<file path="config.mk">
export PLATFORM = sky130hd
export DESIGN_NAME = kda_result_framer_flat
export DESIGN_NICKNAME = d
export VERILOG_FILES = /design/src/rtl/kda_result_framer_if.sv /design/src/rtl/kda_result_framer.sv /design/src/flat_wrapper.sv
export SDC_FILE = /design/constraint.sdc
export NUM_CORES = 1
export LEC_CHECK = 0
export ABC_AREA = 1
export BUFFER_PORTS_ARGS = -buffer_cell sky130_fd_sc_hd__buf_2
export CAP_MARGIN = 10
export CORE_MARGIN = 5
export CORE_UTILIZATION = 51
export CTS_BUF_LIST = sky130_fd_sc_hd__clkbuf_8
export DETAILED_ROUTE_END_ITERATION = 10
export GPL_ROUTABILITY_DRIVEN = 0
export PLACE_DENSITY = 0.79
export SYNTH_ARGS = -nofsm -noshare
export SYNTH_HDL_FRONTEND = slang
export SYNTH_SLANG_ARGS = --single-unit
</file>
<file path="constraint.sdc">
create_clock -name clk_i -period 5.4 [get_ports clk_i]
set_input_delay 0.54 -clock clk_i [delete_from_list [all_inputs] [get_ports clk_i]]
set_output_delay 0.54 -clock clk_i [all_outputs]
set_load 0.02 [all_outputs]
</file>
<file path="src/rtl/kda_result_framer_if.sv">
// kda_result_framer_if
//   Groups the upstream kda word handshake and the downstream ring packet
//   handshake of kda_result_framer.
//   en_i        accept enable (low blocks new words, drain continues)
//   v_i/data_i  upstream kda result word valid / 64-bit word
//   yumi_o      word consumed this cycle
//   v_o/data_o  ring packet valid / packet
//   ready_i     ring side can accept the packet
//   keys_done_o completed key count, mod 256
//   slave: the framer side; master: the driver of the framer.
interface kda_result_framer_if #(
  parameter int unsigned ring_width_p = 79
);
  logic                    en_i;
  logic                    v_i;
  logic [63:0]             data_i;
  logic                    yumi_o;
  logic                    v_o;
  logic [ring_width_p-1:0] data_o;
  logic                    ready_i;
  logic [7:0]              keys_done_o;

  modport slave (
    input  en_i, v_i, data_i, ready_i,
    output yumi_o, v_o, data_o, keys_done_o
  );

  modport master (
    output en_i, v_i, data_i, ready_i,
    input  yumi_o, v_o, data_o, keys_done_o
  );
endinterface

</file>
<file path="src/rtl/kda_result_framer.sv">
// kda_result_framer
//   Frames 64-bit kda result words into ring packets through a 2-entry
//   registered FIFO. Each packet carries the word, its index inside the key,
//   a last-word flag and the key sequence number:
//     [63:0] word, [65:64] index, [66] last, [74:67] key seq, rest zero.
//   Ports:
//     clk_i    sole clock, rising edge
//     reset_i  asynchronous active-high reset
//     bus      kda_result_framer_if.slave (word in, packet out, key count)
//   ring_width_p must be >= 75; words_per_key_p must be 1..4.
module kda_result_framer #(
  parameter int unsigned ring_width_p    = 79,
  parameter int unsigned words_per_key_p = 4
) (
  input logic              clk_i,
  input logic              reset_i,
  kda_result_framer_if.slave bus
);

  localparam logic [1:0] LastIdx = 2'(words_per_key_p - 1);

  // The FIFO is a head/tail register pair. data_o is driven straight from the
  // head register, so it stays put when the FIFO empties and has no
  // combinational path from data_i.
  logic [1:0]              count_q, count_d;
  logic [ring_width_p-1:0] head_q, head_d;
  logic [ring_width_p-1:0] tail_q, tail_d;
  logic [1:0]              idx_q, idx_d;
  logic [7:0]              seq_q, seq_d;

  logic                    fifo_full;
  logic                    fifo_empty;
  logic                    enq;
  logic                    deq;
  logic                    last;
  logic [ring_width_p-1:0] pkt;

  assign fifo_full  = (count_q == 2'd2);
  assign fifo_empty = (count_q == 2'd0);

  // Gated by reset so nothing is consumed while reset is held or before the
  // first edge after release.
  assign enq  = bus.v_i & bus.en_i & ~fifo_full & ~reset_i;
  assign deq  = ~fifo_empty & bus.ready_i;
  assign last = (idx_q == LastIdx);

  always_comb begin
    pkt        = '0;
    pkt[63:0]  = bus.data_i;
    pkt[65:64] = idx_q;
    pkt[66]    = last;
    pkt[74:67] = seq_q;
  end

  always_comb begin
    count_d = count_q;
    head_d  = head_q;
    tail_d  = tail_q;
    idx_d   = idx_q;
    seq_d   = seq_q;

    if (enq) begin
      if (last) begin
        idx_d = 2'd0;
        seq_d = seq_q + 8'd1;
      end else begin
        idx_d = idx_q + 2'd1;
      end
    end

    unique case ({enq, deq})
      2'b10: begin
        if (fifo_empty) begin
          head_d = pkt;
        end else begin
          tail_d = pkt;
        end
        count_d = count_q + 2'd1;
      end
      2'b01: begin
        // With one entry the head is left alone so data_o holds its value.
        if (fifo_full) begin
          head_d = tail_q;
        end
        count_d = count_q - 2'd1;
      end
      2'b11: begin
        // enq implies not full, so exactly one entry: it leaves, new one is head.
        head_d = pkt;
      end
      default: begin
      end
    endcase
  end

  always_ff @(posedge clk_i or posedge reset_i) begin
    if (reset_i) begin
      count_q <= 2'd0;
      head_q  <= '0;
      tail_q  <= '0;
      idx_q   <= 2'd0;
      seq_q   <= 8'd0;
    end else begin
      count_q <= count_d;
      head_q  <= head_d;
      tail_q  <= tail_d;
      idx_q   <= idx_d;
      seq_q   <= seq_d;
    end
  end

  assign bus.yumi_o      = enq;
  assign bus.v_o         = ~fifo_empty;
  assign bus.data_o      = head_q;
  assign bus.keys_done_o = seq_q;

endmodule
</file>
<file path="src/flat_wrapper.sv">
// flat-port wrapper written by rule: the top's interface ports become plain ports
module kda_result_framer_flat 
#(
  parameter int unsigned ring_width_p    = 79,
  parameter int unsigned words_per_key_p = 4
)
  (clk_i, reset_i, bus_en_i, bus_v_i, bus_data_i, bus_ready_i, bus_yumi_o, bus_v_o, bus_data_o, bus_keys_done_o);
  kda_result_framer_if #(.ring_width_p(ring_width_p)) bus_i ();
  input logic clk_i;
  input logic reset_i;
  input wire logic [$bits(bus_i.en_i)-1:0] bus_en_i;
  input wire logic [$bits(bus_i.v_i)-1:0] bus_v_i;
  input wire logic [$bits(bus_i.data_i)-1:0] bus_data_i;
  input wire logic [$bits(bus_i.ready_i)-1:0] bus_ready_i;
  output wire logic [$bits(bus_i.yumi_o)-1:0] bus_yumi_o;
  output wire logic [$bits(bus_i.v_o)-1:0] bus_v_o;
  output wire logic [$bits(bus_i.data_o)-1:0] bus_data_o;
  output wire logic [$bits(bus_i.keys_done_o)-1:0] bus_keys_done_o;
  assign bus_i.en_i = bus_en_i;
  assign bus_i.v_i = bus_v_i;
  assign bus_i.data_i = bus_data_i;
  assign bus_i.ready_i = bus_ready_i;
  assign bus_yumi_o = bus_i.yumi_o;
  assign bus_v_o = bus_i.v_o;
  assign bus_data_o = bus_i.data_o;
  assign bus_keys_done_o = bus_i.keys_done_o;
  kda_result_framer #(.ring_width_p(ring_width_p), .words_per_key_p(words_per_key_p)) u_core (.clk_i(clk_i), .reset_i(reset_i), .bus(bus_i));
endmodule
</file>
## Word-level counts from Yosys, hierarchy flattened

Cells that the tools add are included.

| word-level totals | value |
|---|---|
| bits of input ports | 69 |
| logic and storage cells | 34 |
| output and inout port bits | 89 |
| bits in registers | 166 |

| cells by class | value |
|---|---|
| equal/unequal tests | 7 |
| muxes and demuxes | 5 |
| reduce and logical (&&, ||, !) cells | 6 |
| bitwise gates (word level) | 7 |
| add/subtract/negate cells | 4 |

Operators with widths:

| operator | count |
|---|---|
| $pmux W79 S3 | 1 |
| $mux W79 | 2 |
| $add A8 B1 Y8 const B | 1 |
| $eq A2 B2 Y1 const B | 4 |
| $add A2 B1 Y2 const B | 2 |
| $and A1 B1 Y1 | 4 |
| $ne A2 B1 Y1 const B | 2 |
| $pmux W2 S2 | 1 |
| $reduce_and A2 Y1 | 2 |
| $not A1 Y1 | 3 |
| $reduce_and A3 Y1 | 1 |
| $reduce_bool A3 Y1 | 1 |
| $eq A2 B1 Y1 const B | 1 |
| $logic_not A2 Y1 | 1 |
| $mux W2 | 1 |
| $reduce_bool A2 Y1 | 1 |
| $sub A2 B1 Y2 const B | 1 |

## Depth between registers and ports, before layout

| logic depth | value |
|---|---|
| depth in word-level cells | 7 |
| mapped depth | 12 |
| gate-level depth less buffers | 9 |

## Worst setup path after synthesis

OpenSTA, ideal clock, no wires.

| path | value |
|---|---|
| path type | input to register |
| start point | in reset_i |
| end point | reg u_core.head_q[49], in the netlist u_core.bus.data_o[49] |
| data required time | 5.277 ns |
| arrival time | 5.824 ns |
| stages on the path | 10 |
| setup slack | -0.548 ns |
| path through | inv_1 -> nand3_1 -> nor2_4 -> ha_1 -> clkbuf_1 -> nand2_2 -> nand3b_4 -> buf_6 -> buf_4 -> o21ai_1 |

| between the ends | value |
|---|---|
| word-level cells in the longest chain between the ends | 5 |
| elaborated cells between the ends (all ways) | 10 |
| classes of those cells | eq/ne (5); mux (1); bitwise (2); reduce/logical (2) |

RTL lines:

| item | RTL line | source |
|---|---|---|
| from (decl) | flat_wrapper.sv:10 | `input logic reset_i;` |
| $not A1 Y1 (*) | kda_result_framer.sv:43 | `assign enq = bus.v_i & bus.en_i & ~fifo_full & ~reset_i;` |
| $and A1 B1 Y1 (*) | kda_result_framer.sv:43 |  |
| named net bus_yumi_o | flat_wrapper.sv:15 | `output wire logic [$bits(bus_i.yumi_o)-1:0] bus_yumi_o;` |
| $eq A2 B1 Y1 / $eq A2 B2 Y1 (equally long branches) | kda_result_framer.sv:71 | `unique case ({enq, deq})` |
| $ne A2 B1 Y1 (no line) / $reduce_bool A3 Y1 (equally long branches) | - |  |
| $reduce_and A3 Y1 (no line) | - |  |
| to (signal assigned) | kda_result_framer.sv:99 | `head_q <= '0;` |
| to (signal assigned) | kda_result_framer.sv:105 | `head_q <= head_d;` |
| to (decl) | kda_result_framer.sv:26 | `logic [ring_width_p-1:0] head_q, head_d;` |

The timed path passes the listed nets; every way through them passes the cells marked *.
A chain may end at the register's enable or synchronous reset.

## Worst setup path after layout

| path | value |
|---|---|
| start point | in reset_i |
| end point | reg u_core.head_q[53], in the netlist u_core.bus.data_o[53] |

| between the ends | value |
|---|---|
| word-level cells in the longest chain between the ends | 5 |
| elaborated cells between the ends (all ways) | 10 |
| classes of those cells | eq/ne (5); mux (1); bitwise (2); reduce/logical (2) |

RTL lines:

| item | RTL line |
|---|---|
| $not A1 Y1 (*) | kda_result_framer.sv:43 |
| $and A1 B1 Y1 (*) | kda_result_framer.sv:43 |
| $eq A2 B1 Y1 / $eq A2 B2 Y1 (equally long branches) | kda_result_framer.sv:71 |
| $ne A2 B1 Y1 (no line) / $reduce_bool A3 Y1 (equally long branches) | - |
| $reduce_and A3 Y1 (no line) | - |

Every way passes the cells marked *; elsewhere a longest branch is shown, timed or not.

==> impl_results.md <==
- Largest net degree at the start of global routing: 102
- Multi-input gate area: about 2700 um2
- WL/cell: around 14 um
- Ports: between 150 and 200
- Clk slew on worst S/H paths: around 0.080 ns
- Slew @ Worst Pin: 0.977 ns
- Die ar.: about 17000 um2
- Layout cells sized above 1: 25.8%
- Area occupied by registers: around 4100 um2
- Setup TNS: 0 ns
- Main combinational cell family by area after synthesis: simple AND/OR/NAND/NOR gates
- Root Driver: clkbuf_8
- Clock Latency Late Sink: 0.46 ns
- Critical Path Sink Type: flip-flop
- Yosys top cell by area: dfrtp_1
- Nets: 1024
- Final hold vios: 0
- Post-Synth Adder-Cell Area: under 10%
- Max-cap violations: 0
- Finished Core Util: between 60% and 70%
- Yosys top cell area share: between 50 and 60%
- Final worst path period share: about 57%
- Core box area: ~14000 um2
- CP Class: in -> reg
- Crit-path max FO: 47
- RSZ-0062 raised after global routing: false
- Synth top area cells: dfrtp_1, nand2_1, o21ai_0
- Num rows: 43
- Count leader, synth: nand2_1
- Synth warn: 0
- Hpwl dp: about 11000 um
- CTS tree: yes
- Max-slew violations: 0
- PwrDens: roughly 570 nW/um2
- Post-synth cell types: 22
- Die Wd: approximately 130 um
- Reg2reg setup slack: 2.39 ns
- Max VDD drop: between 0.2 and 0.3 mV
- CTS Sinks: about 160
- Post-synthesis sequential area ratio: 56.4%
- Worst-path cell chain: buf_2, clkinvlp_4, nand4_1, ha_1, buf_4, inv_2, buf_4, o21ai_0, o21ai_1
- Synth Instances: between 800 and 900
- Antenna cells: 0
- Period minus WS final: around 3.1 ns
- DR pass1 iterations: 5
- Starting Density: 52.0%
- Outcome: finished clean
- Setup Skew: around 0.014 ns
- Avg Inst Size Synth: 8.73 um2
- Via count: about 5800
- Post-Synth Simple-Gate Area: between 20% and 30%
- Setup Viol. Count Final: 0
- CP Launch Type: input pin
- Post-synth top flop: dfrtp_1
- Hold Crit Class: in -> async
- Critical path arrival: 3.38 ns
- Final WL: approximately 16000 um
- Die Y: around 130 um
- Synth Area in Compound Gates: approximately an eighth
- Vias in the first global route: around 5400
- H-tree depth: 4
- CP Data Required Time: 5.71 ns
- Drt initial violations: slightly above 500
- Fmax: 326 MHz
- Post-synth EDFFs: 0
- Post-CTS sizing: 0
- Cell mode on critical path: buf_4
- Critical path's slowest cell: ha_1
- Initial antenna violation count: 1
- Post-route ant nets: 0
- Leakage: between 4 and 5 nW
- GRT overflow: 0
- CTS buffer count: 17
- Area of the mapped netlist: ~7000 um2
- Hold-fix buffers, CTS: 0
- Commonest cells post-synth: nand2_1, dfrtp_1, o21ai_0
- Post-synthesis mux area share: 0%
- First-pass GRT wire length: 26700 um
- DR DRC count: 0
- Post-synthesis async set-or-reset flop share: 100%
- Flop and latch count out of synthesis: between 150 and 200
- CP peak stage delay: between 0.4 and 0.5 ns
- Post-route total power: 0.00471 W
- Total GRT Usage: between 20% and 30%
- Post-CTS Setup Bufs: 0
- Layout area overhead: 15.5%
- Synth Area in XOR/XNOR: less than 1%
- Vias per cell: between 5 and 6
- Filler cells: 1271
- Port Buffers: about 150
- Worst slew margin: between 30% and 40%
- Longest Clk Path Bufs: 2
-- critical path, delay by kind of cell --
kind	cells	cell delay (ns)
AND/OR/NAND/NOR	1	0.33
buffers and inverters	5	1.64
adder cells (fa/ha/maj)	1	0.49
AO/OA/AOI/OAI	2	0.32
-- stage by stage --
stage | worst slack (ns) | instances | cell area (um2) | hold slack [ns]
3_3_place_gp | 1.89 | 1110 | 7930 | 0.448
2_1_floorplan | 0.906 | 826 | 7200 | 0.437
3_5_place_dp | 1.83 | 1110 | 7930 | 0.453
6_report | 2.33 | 1139 | 8300 | 0.103
4_1_cts | 2.32 | 1139 | 8300 | 0.0845
5_1_grt | 1.96 | 1139 | 8300 | 0.121
-- layout make-up --
type	instances	share of cell area [%]
inverter	34	1.58
tap	180	2.71
sequential	162	48.8
timing repair buffer	162	10.0
multi-input combinational	572	32.4
clock buffer	20	3.32
clock inverter	9	1.13
-- path summary, 6_finish.rpt --
path,start,end,cells past startpoint
max,reset_i,u_core.bus.data_o[53],9
min,reset_i,u_core.tail_q[58],2
max reg2reg,u_core.count_q[0],u_core.bus.data_o[53],10
min reg2reg,u_core.tail_q[40],u_core.tail_q[40],2
max in group asynchronous,reset_i,u_core.tail_q[25],4
min in group clk_i,bus_data_i[0],u_core.tail_q[0],3
-- cells in the final DEF (no fill, tap or decap) --
master	n
conb_1	4
xor2_1	4
o21ai_1	85
inv_1	33
nand2_2	2
o21ai_0	95
buf_4	9
bufinv_16	2
xnor2_1	1
ha_2	1
clkinv_2	2
inv_2	4
nand3b_4	1
nand4_1	2
dfrtp_1	162
nand2_1	260
buf_2	153
or2_2	49
nor2_4	1
nand3_1	57
ha_1	5
clkinv_4	1
clkbuf_8	20
nand2_4	1
clkinvlp_4	1
nor2_1	4
-- cell families (layout without fill, tap and decap cells) --
| family | count (synthesis) | after routing |
|---|---|---|
| xor gates and xnor gates | 5 | 5 |
| adders and majority gates | 6 | 6 |
| other | 1 | 4 |
| buffers and inverters | 92 | 225 |
| and+or+nand+nor | 377 | 377 |
| AOI/OAI and AO/OA | 180 | 180 |
| DFF | 162 | 162 |
-- state kept, by name, summed over array words and instances, names as in the netlist --
name,count
u_core.idx_q,2
u_core.bus.data_o,75
u_core.tail_q,75
u_core.count_q,2
u_core.bus.keys_done_o,8
-- report_power, final --
| group | leakage (nW) | switching [W] | internal (W) |
|---|---|---|---|
| clock network | 0.205 | 0.000406 | 0.000432 |
| registers | 2.04 | 0.000293 | 0.00175 |
| logic | 2.11 | 0.00121 | 0.000621 |
| total | 4.36 | 0.00191 | 0.00281 |
-- layer usage --
layer,track usage (%),vias to the layer above,wire length [um]
met4,7.41,2,318
met3,5.11,28,1100
li1,-,2905,-
met2,31.6,178,7510
met1,27.7,2668,7300
met5,0,-,13
No activity file was read; power rests on OpenSTA's default activity.
